--- src/rtl/dmem_arb_pkg.sv ---
// Shared types and address helpers for the data-memory arbiter.
package dmem_arb_pkg;

    typedef enum logic {
        NORMAL = 1'b0,
        FORCE1 = 1'b1
    } arb_state_t;

    localparam int WORD_SHIFT = 3;
    localparam int FN_W       = 64;

    // Misaligned, or beyond the last byte of a DEPTH-word memory.
    function automatic logic addr_err(input logic [FN_W-1:0] addr, input int unsigned depth);
        logic [FN_W-1:0] limit;
        limit = FN_W'(depth) << WORD_SHIFT;
        return (addr[WORD_SHIFT-1:0] != '0) || (addr >= limit);
    endfunction

    function automatic logic [FN_W-1:0] word_idx(input logic [FN_W-1:0] addr);
        return addr >> WORD_SHIFT;
    endfunction

endpackage

--- src/rtl/dmem_addr_decode.sv ---
// Byte address to word index plus range/alignment error, purely combinational.
module dmem_addr_decode
    import dmem_arb_pkg::*;
#(
    parameter int DATA_W = 64,
    parameter int DEPTH  = 32
) (
    input  logic [DATA_W-1:0] addr_i,
    output logic [DATA_W-1:0] idx_o,
    output logic              err_o
);

    logic [FN_W-1:0] addr_ext;

    assign addr_ext = FN_W'(addr_i);
    assign idx_o    = DATA_W'(word_idx(addr_ext));
    assign err_o    = addr_err(addr_ext, DEPTH);

endmodule

--- src/rtl/dmem_arbiter.sv ---
// Two-port arbiter for the single-port data memory: port 0 has priority,
// port 1 gets a forced grant after STARVE_MAX consecutive losses.
module dmem_arbiter
    import dmem_arb_pkg::*;
#(
    parameter int DATA_W     = 64,
    parameter int DEPTH      = 32,
    parameter int STARVE_MAX = 4
) (
    input  logic              clk,
    input  logic              reset,
    input  logic              p0_req,
    input  logic              p0_we,
    input  logic [DATA_W-1:0] p0_addr,
    input  logic [DATA_W-1:0] p0_wdata,
    output logic              p0_gnt,
    output logic              p0_rvalid,
    output logic [DATA_W-1:0] p0_rdata,
    output logic              p0_err,
    input  logic              p1_req,
    input  logic              p1_we,
    input  logic [DATA_W-1:0] p1_addr,
    input  logic [DATA_W-1:0] p1_wdata,
    output logic              p1_gnt,
    output logic              p1_rvalid,
    output logic [DATA_W-1:0] p1_rdata,
    output logic              p1_err,
    output logic              mem_we,
    output logic [DATA_W-1:0] mem_addr,
    output logic [DATA_W-1:0] mem_wdata,
    input  logic [DATA_W-1:0] mem_rdata
);

    localparam int CNT_W = $clog2(STARVE_MAX + 1);

    arb_state_t        state_q, state_d;
    logic [CNT_W-1:0]  starve_cnt_q, starve_cnt_d;

    logic              any_gnt;
    logic              win_we;
    logic [DATA_W-1:0] win_addr;
    logic [DATA_W-1:0] win_wdata;
    logic [DATA_W-1:0] dec_idx;
    logic              dec_err;
    logic              rd_ok;

    logic              p0_rvalid_q, p0_rvalid_d, p1_rvalid_q, p1_rvalid_d;
    logic              p0_err_q, p0_err_d, p1_err_q, p1_err_d;
    logic [DATA_W-1:0] p0_rdata_q, p0_rdata_d, p1_rdata_q, p1_rdata_d;

    always_comb begin
        p0_gnt = 1'b0;
        p1_gnt = 1'b0;
        if (!reset) begin
            if (state_q == FORCE1) begin
                if (p1_req)      p1_gnt = 1'b1;
                else if (p0_req) p0_gnt = 1'b1;
            end else begin
                if (p0_req)      p0_gnt = 1'b1;
                else if (p1_req) p1_gnt = 1'b1;
            end
        end
    end

    assign any_gnt   = p0_gnt | p1_gnt;
    assign win_we    = p1_gnt ? p1_we    : p0_we;
    assign win_addr  = p1_gnt ? p1_addr  : p0_addr;
    assign win_wdata = p1_gnt ? p1_wdata : p0_wdata;

    dmem_addr_decode #(
        .DATA_W (DATA_W),
        .DEPTH  (DEPTH)
    ) u_decode (
        .addr_i (win_addr),
        .idx_o  (dec_idx),
        .err_o  (dec_err)
    );

    // An erroring access must not touch memory, so its address is parked at 0.
    assign mem_we    = any_gnt & win_we & ~dec_err;
    assign mem_addr  = (any_gnt && !dec_err) ? dec_idx : '0;
    assign mem_wdata = any_gnt ? win_wdata : '0;

    always_comb begin
        state_d      = NORMAL;
        starve_cnt_d = '0;
        if (state_q == NORMAL && p1_req && !p1_gnt) begin
            if (starve_cnt_q == CNT_W'(STARVE_MAX - 1)) state_d = FORCE1;
            else starve_cnt_d = starve_cnt_q + 1'b1;
        end
    end

    always_ff @(posedge clk) begin
        if (reset) begin
            state_q      <= NORMAL;
            starve_cnt_q <= '0;
        end else begin
            state_q      <= state_d;
            starve_cnt_q <= starve_cnt_d;
        end
    end

    assign rd_ok = any_gnt & ~win_we & ~dec_err;

    always_comb begin
        p0_rvalid_d = p0_gnt;
        p1_rvalid_d = p1_gnt;
        p0_err_d    = p0_gnt & dec_err;
        p1_err_d    = p1_gnt & dec_err;
        p0_rdata_d  = (p0_gnt && rd_ok) ? mem_rdata : '0;
        p1_rdata_d  = (p1_gnt && rd_ok) ? mem_rdata : '0;
    end

    always_ff @(posedge clk) begin
        if (reset) begin
            p0_rvalid_q <= 1'b0;
            p1_rvalid_q <= 1'b0;
            p0_err_q    <= 1'b0;
            p1_err_q    <= 1'b0;
            p0_rdata_q  <= '0;
            p1_rdata_q  <= '0;
        end else begin
            p0_rvalid_q <= p0_rvalid_d;
            p1_rvalid_q <= p1_rvalid_d;
            p0_err_q    <= p0_err_d;
            p1_err_q    <= p1_err_d;
            p0_rdata_q  <= p0_rdata_d;
            p1_rdata_q  <= p1_rdata_d;
        end
    end

    assign p0_rvalid = p0_rvalid_q;
    assign p1_rvalid = p1_rvalid_q;
    assign p0_err    = p0_err_q;
    assign p1_err    = p1_err_q;
    assign p0_rdata  = p0_rdata_q;
    assign p1_rdata  = p1_rdata_q;

endmodule

--- config.mk ---
export PLATFORM = sky130hd
export DESIGN_NAME = dmem_arbiter
export DESIGN_NICKNAME = d
export VERILOG_FILES = /design/src/rtl/dmem_arb_pkg.sv /design/src/rtl/dmem_addr_decode.sv /design/src/rtl/dmem_arbiter.sv
export SDC_FILE = /design/constraint.sdc
export NUM_CORES = 1
export LEC_CHECK = 0
export CORE_AREA = 2 2 232 234
export DETAILED_ROUTE_END_ITERATION = 6
export DIE_AREA = 0 0 234 236
export GPL_TIMING_DRIVEN = 0
export SETUP_SLACK_MARGIN = 0.2
export SLEW_MARGIN = 20
export SYNTH_ARGS = -nofsm -noshare
export SYNTH_HDL_FRONTEND = slang
export SYNTH_HIERARCHICAL = 1
export SYNTH_SLANG_ARGS = --single-unit
--- constraint.sdc ---
create_clock -name clk -period 6.19 [get_ports clk]
set_input_delay 0.619 -clock clk [delete_from_list [all_inputs] [get_ports clk]]
set_output_delay 0.619 -clock clk [all_outputs]
set_load 0.05 [all_outputs]
# After elaboration in Yosys (flattened, before gate mapping)
# Index checks and enable logic that the tools add are counted.
dict set report op_classes {
  n_eq_ne 1
  n_addsub 1
  shift 0
  div 0
  n_bitwise 13
  mul 0
  reduce_logical 13
  order_cmp 1
  n_mux 14
}
# operator count
set ops {}
lappend ops {{$mux W64} 3}
lappend ops {{$ge A64 B9 Y1 const B} 1}
lappend ops {{$mux W61} 1}
lappend ops {{$mux W1} 10}
lappend ops {{$and A1 B1 Y1} 6}
lappend ops {{$not A1 Y1} 6}
lappend ops {{$reduce_or A2 Y1} 3}
lappend ops {{$logic_and A1 B1 Y1} 5}
lappend ops {{$add A3 B1 Y3 const B} 1}
lappend ops {{$eq A3 B2 Y1 const B} 1}
lappend ops {{$reduce_bool A3 Y1} 1}
lappend ops {{$reduce_or A3 Y1} 1}
lappend ops {{$logic_not A1 Y1} 2}
lappend ops {{$logic_or A1 B1 Y1} 1}
lappend ops {{$or A1 B1 Y1} 1}
dict set report word_totals {
  mem_bits_ro 0
  input_bits 326
  ff_bits 136
  mem_bits_rw 0
  mem_count 0
  latchBits 0
  wordCells 51
  output_inout_bits 263
}

# Logic depth before layout (Yosys ltp)
dict set report depth {
  word_depth 12
  depth_mapped 13
  ltp_nobuf 10
}

# By module
# Netlist, hierarchy kept.
# mod cells_per_inst seq_area_each_um2 area_each_um2 n_inst
set by_module_without_submodules {}
lappend by_module_without_submodules {dmem_arbiter 770 2722.6 6660.1 1}
lappend by_module_without_submodules {dmem_addr_decode 86 0.0 634.4 1}

# Worst setup path before layout
# OpenSTA, ideal clock, no wires.
dict set report synth_path {
  path_type {input -> output}
  start {input reset}
  end {output mem_addr[10]}
  required_time_ps 5571
  path_stages 12
  slack_ps 1834
  t_arrival_ps 3737
  n_path_buf 3
  cell_sequence {and2b_1 > nand2_1 > buf_2 > mux2_2 > or4_1 > nor2_1 > nand3_1 > or4_1 > nor3_1 > clkbuf_1 > clkbuf_1 > and2_1}
}
dict set report synth_between {
  elab_chain_len 7
  word_cells_on_any_way 10
  classes_between {order compare: 1; mux: 4; bitwise: 1; reduce/logical: 4}
}
# item line_no
set synth_rtl {}
lappend synth_rtl {{start, declared} dmem_arbiter.sv:11} ;# input logic reset,
lappend synth_rtl {{$mux W1} dmem_arbiter.sv:54} ;# if (!reset) begin
lappend synth_rtl {{$mux W64} dmem_arbiter.sv:67} ;# assign win_addr = p1_gnt ? p1_addr : p0_addr;
lappend synth_rtl {{via win_addr[16]} dmem_arbiter.sv:41} ;# logic [DATA_W-1:0] win_addr;
lappend synth_rtl {{$ge A64 B9 Y1} dmem_arb_pkg.sv:16} ;# return (addr[WORD_SHIFT-1:0] != '0) || (addr >= limit);
lappend synth_rtl {{$logic_or A1 B1 Y1} dmem_arb_pkg.sv:16}
lappend synth_rtl {{via dec_err} dmem_arbiter.sv:44} ;# logic dec_err;
lappend synth_rtl {{$logic_not A1 Y1} dmem_arbiter.sv:81} ;# assign mem_addr = (any_gnt && !dec_err) ? dec_idx : '0;
lappend synth_rtl {{$logic_and A1 B1 Y1} dmem_arbiter.sv:81}
lappend synth_rtl {{$mux W61} dmem_arbiter.sv:81}
lappend synth_rtl {{end, declared} dmem_arbiter.sv:29} ;# output logic [DATA_W-1:0] mem_addr,
# The timed path passes the listed nets, and every way through them passes these cells.

# Worst setup path in the final report
dict set report layout_path {
  start {input p1_req}
  end {output mem_addr[40]}
}
dict set report layout_between {
  elab_chain_len 10
  word_cells_on_any_way 15
  classes_between {order compare: 1; mux: 9; bitwise: 1; reduce/logical: 4}
}
# item line_no
set layout_rtl {}
lappend layout_rtl {{start, declared} dmem_arbiter.sv:20} ;# input logic p1_req,
lappend layout_rtl {{$mux W1 (*)} {dmem_arbiter.sv:56, dmem_arbiter.sv:60}}
lappend layout_rtl {{$mux W1} dmem_arbiter.sv:59} ;# if (p0_req) p0_gnt = 1'b1;
lappend layout_rtl {{$mux W1 (*)} dmem_arbiter.sv:55} ;# if (state_q == FORCE1) begin
lappend layout_rtl {{$mux W1 (*)} dmem_arbiter.sv:54}
lappend layout_rtl {{$mux W64 (*)} dmem_arbiter.sv:67}
lappend layout_rtl {{via win_addr[54]} dmem_arbiter.sv:41}
lappend layout_rtl {{$ge A64 B9 Y1 (*)} dmem_arb_pkg.sv:16}
lappend layout_rtl {{$logic_or A1 B1 Y1 (*)} dmem_arb_pkg.sv:16}
lappend layout_rtl {{via dec_err} dmem_arbiter.sv:44}
lappend layout_rtl {{$logic_not A1 Y1 (*)} dmem_arbiter.sv:81}
lappend layout_rtl {{$logic_and A1 B1 Y1 (*)} dmem_arbiter.sv:81}
lappend layout_rtl {{$mux W61 (*)} dmem_arbiter.sv:81}
# The timed path passes the listed nets; every way through them passes the cells marked *.

==> reports/summary.log <==
INFO  global_route   grt_overflow=0
INFO  power          switching_power=0.6786mW
INFO  final_layout   design_area=14,700µm²
INFO  timing         timing.final.setup_violations=0
INFO  timing         min_period=5.734ns
INFO  setup_path     critical_path.most_common_cell=sky130_fd_sc_hd__buf_4
INFO  routing        routedWlPerCell=19.13µm
INFO  placement      globalplace.congestion=0.9281
INFO  timing         grt_setup_unrepaired=no
INFO  timing         timing.fmax=174.4MHz
INFO  synth          ys_top_cells_by_count=sky130_fd_sc_hd__dfxtp_1, sky130_fd_sc_hd__and2_1, sky130_fd_sc_hd__buf_4
INFO  timing         clock_skew=0.009372ns
INFO  setup_path     worstPathCellList=clkdlybuf4s50_1, and2b_4, nand2_1, buf_4, buf_4, mux2_1, nor4_2, nand4_1, or4_4, nor3_2, clkbuf_4, clkbuf_2, and2_1, clkdlybuf4s15_2
INFO  power          pwr-share-seq=0.357
INFO  routing        postRouteWirelength=41,650µm
INFO  timing         fin_crit_sh=0.9263
INFO  setup_path     cp_max_fo=10
INFO  power          pwr-share-clk=0.405
INFO  final_layout   area_growth_from_synthesis_to_layout=101.5%
INFO  cts            cts-root-buf=sky130_fd_sc_hd__clkbuf_16
INFO  floorplanning  io-pin-count=589
INFO  routing        drc=0
INFO  routing        drtAntennaViolNets=0
INFO  synth          synth_most_common_cell=sky130_fd_sc_hd__dfxtp_1
INFO  global_route   grtUsageTotal=0.1435
INFO  floorplanning  start_util=0.1375
INFO  setup_path     startpoint_type=primary input
INFO  floorplanning  fp.coreArea=53,070µm²
INFO  synth          post_synth.cell_area_avg=8.522µm²
INFO  placement      placed_instance_area=14,030µm²
INFO  power          power_frac_comb=0.238
INFO  global_route   pin_count_of_the_biggest_net_entering_global_routing=17
INFO  power          switching_share=0.2763
INFO  timing         fin_hold_ws=0.4405ns
INFO  timing         finalWorstSetupSlack=0.4564ns
INFO  final_layout   drive_above_1_share=0.1458
INFO  synth          synth_top_cell_area_share=0.3732
INFO  min_path       holdCritPathClass=reg2reg
INFO  setup_path     critical-path-top-delay-family=simple AND/OR/NAND/NOR gates
INFO  cts            clock_path_buffers=2
INFO  power          power_leakage=5.296nW
INFO  cts            worstSkewPairLatency=0.43ns
INFO  routing        routed_via_density=3.967
INFO  timing         final-max-slew-violation-count=0
INFO  floorplanning  fp.dieW=234µm
INFO  global_route   number_of_antenna_violations_at_the_first_check_in_global_routing=14
INFO  power          irDropWorstVdd=0.1523mV
INFO  placement      place.port_buffers=585
INFO  job            max_cap_viols=0
INFO  floorplanning  die_h=236µm
INFO  setup_path     slowest_delay=0.69ns
INFO  synth          ys.flop_type=sky130_fd_sc_hd__dfxtp_1
INFO  placement      hpwl=34,900µm
INFO  synth          number_of_synthesized_register_bits=136
INFO  synth          yosys.area.top_type=sky130_fd_sc_hd__dfxtp_1
INFO  cts            cts_tree=done
INFO  timing         finalHoldViolations=0
INFO  cts            cts_made_buffers=17
INFO  setup_path     crit_path_top_delay_cell=sky130_fd_sc_hd__or4_4
INFO  routing        drt_first_iter_violations=298
INFO  status         status=finished, final reports clean
INFO  setup_path     crit_type=in2out
INFO  global_route   first_global_vias=8,751
INFO  cts            post_cts.resized_instances=177
INFO  setup_path     cp_data_arrival_time=5.11ns
INFO  synth          netlist_top_cells_area=sky130_fd_sc_hd__dfxtp_1, sky130_fd_sc_hd__and2_1, sky130_fd_sc_hd__nand4b_1
INFO  cts            cts.hold.buffers_added=0
INFO  routing        routed-via-count=8,636
INFO  synth          yosys_warnings=6
INFO  timing         relSlewSlack=0.5180
INFO  final_layout   finish.net_count=1,790
INFO  setup_path     crit_required=5.57ns
INFO  synth          post_synthesis_instance_area=7294µm²
INFO  global_route   wire_length_of_the_first_global_routing_pass=57,480µm
INFO  routing        detail_route.first_pass.iterations=5
INFO  timing         timing.setup.tns=0ns
INFO  power          pwr_density_cell=167.1nW/µm²
INFO  floorplanning  die_area=55,220µm²
INFO  synth          synth_seq_area_share=0.3732
INFO  timing         worstMarginPinSlew=0.7230ns
INFO  floorplanning  rows=85
INFO  cts            cts_htree_levels=4
INFO  cts            cts_sinks=136
INFO  power          cellInternalPower=1.778mW
INFO  setup_path     endpoint_kind=output port
INFO  synth          netlist-cell-type-count=32
INFO  setup_path     critPathBufInv=6
INFO  synth          synth_enable_flop_cells=0
INFO  placement      preCtsSetupSlack=-1.472ns
INFO  synth          mapped_cells=856
INFO  cts            cts.reportedPaths.clkPinSlew=0.06ns
INFO  cts            number_of_buffers_added_for_setup_after_cts=0
INFO  synth          postSynth.asyncResetShare=0
layout make-up:
type                            count  area, µm²
Fill cell                        5655      38370
Timing Repair Buffer              585       5894
Multi-Input combinational cell    562       3715
Sequential cell                   136       2723
Buffer                            156      888.4
Tap cell                          696      870.8
Clock buffer                       17      425.4
Clock inverter                     15      152.6
Inverter                            4      15.01
Antenna cell                        6      15.01
final timing paths:
kind         slack (ns)                          to  cells after the start                        from
max                0.46                mem_addr[40]                     14                      p1_req
min                0.44  starve_cnt_q[0]$_SDFF_PP0_                      1  starve_cnt_q[0]$_SDFF_PP0_
max reg2reg        1.83     p1_rdata[13]$_SDFF_PP0_                     13          state_q$_SDFF_PP0_
min reg2reg        0.44  starve_cnt_q[0]$_SDFF_PP0_                      1  starve_cnt_q[0]$_SDFF_PP0_
logic make-up (layout without fill, tap and decap cells):
kind of cell / after synthesis / after routing / share of synthesized area
adder cells (fa/ha/maj): 2 / 2 / 0.003430
other: 1 / 9 / 0.0005141
buffers and inverters: 160 / 777 / 0.1213
AND/OR/NAND/NOR: 363 / 363 / 0.3129
AO/OA/AOI/OAI: 130 / 130 / 0.08988
flip-flops: 136 / 136 / 0.3732
multiplexers: 64 / 64 / 0.09880
layer usage:
layer	global-route usage	vias to the layer above	part of all wire
li1	-	4164	-
met1	0.1576	3995	0.39
met2	0.2547	423	0.51
met3	0.04340	52	0.080
met4	0.05773	2	0.024
met5	0	-	0.00031
stage by stage:
stage / cells / util / total power, mW
final: 2177 / 0.2770 / 2.456
after global routing: 2177 / 0.2770 / 2.547
after CTS: 2171 / 0.2768 / 2.487
after detailed placement: 2139 / 0.2643 / 1.479
after global placement: 2139 / 0.2643 / 1.477
after floorplan: 858 / - / 1.150
power groups by stage:
stage	Sequential, mW	Clock, mW	Combinational, mW
3_5_place_dp	0.897	0	0.582
3_3_place_gp	0.897	0	0.580
6_report	0.877	0.994	0.585
4_1_cts	0.877	1.02	0.588
5_1_grt	0.877	1.05	0.618
2_1_floorplan	0.901	0	0.249
placed cells by master (no fill, tap or decap), types with 52 or more instances in the layout:
master | synthesis | final
sky130_fd_sc_hd__and2_1 | 130 | 130
sky130_fd_sc_hd__clkdlybuf4s50_1 | 0 | 522
sky130_fd_sc_hd__dfxtp_1 | 136 | 136
sky130_fd_sc_hd__nor3_1 | 67 | 66
sky130_fd_sc_hd__nand3_1 | 66 | 66
sky130_fd_sc_hd__clkbuf_1 | 59 | 52
sky130_fd_sc_hd__buf_4 | 68 | 70
sky130_fd_sc_hd__nand4b_1 | 64 | 64
sky130_fd_sc_hd__a21oi_1 | 64 | 64
sky130_fd_sc_hd__o21ai_0 | 64 | 64
sequential cells by signal, summed over array words and instances, names as in the netlist:
name	cells
p0_rdata	64
p1_rdata	64
starve_cnt_q	3
p0_err	1
p0_rvalid	1
p1_err	1
p1_rvalid	1
state_q	1
No activity file was read; power rests on OpenSTA's default activity.
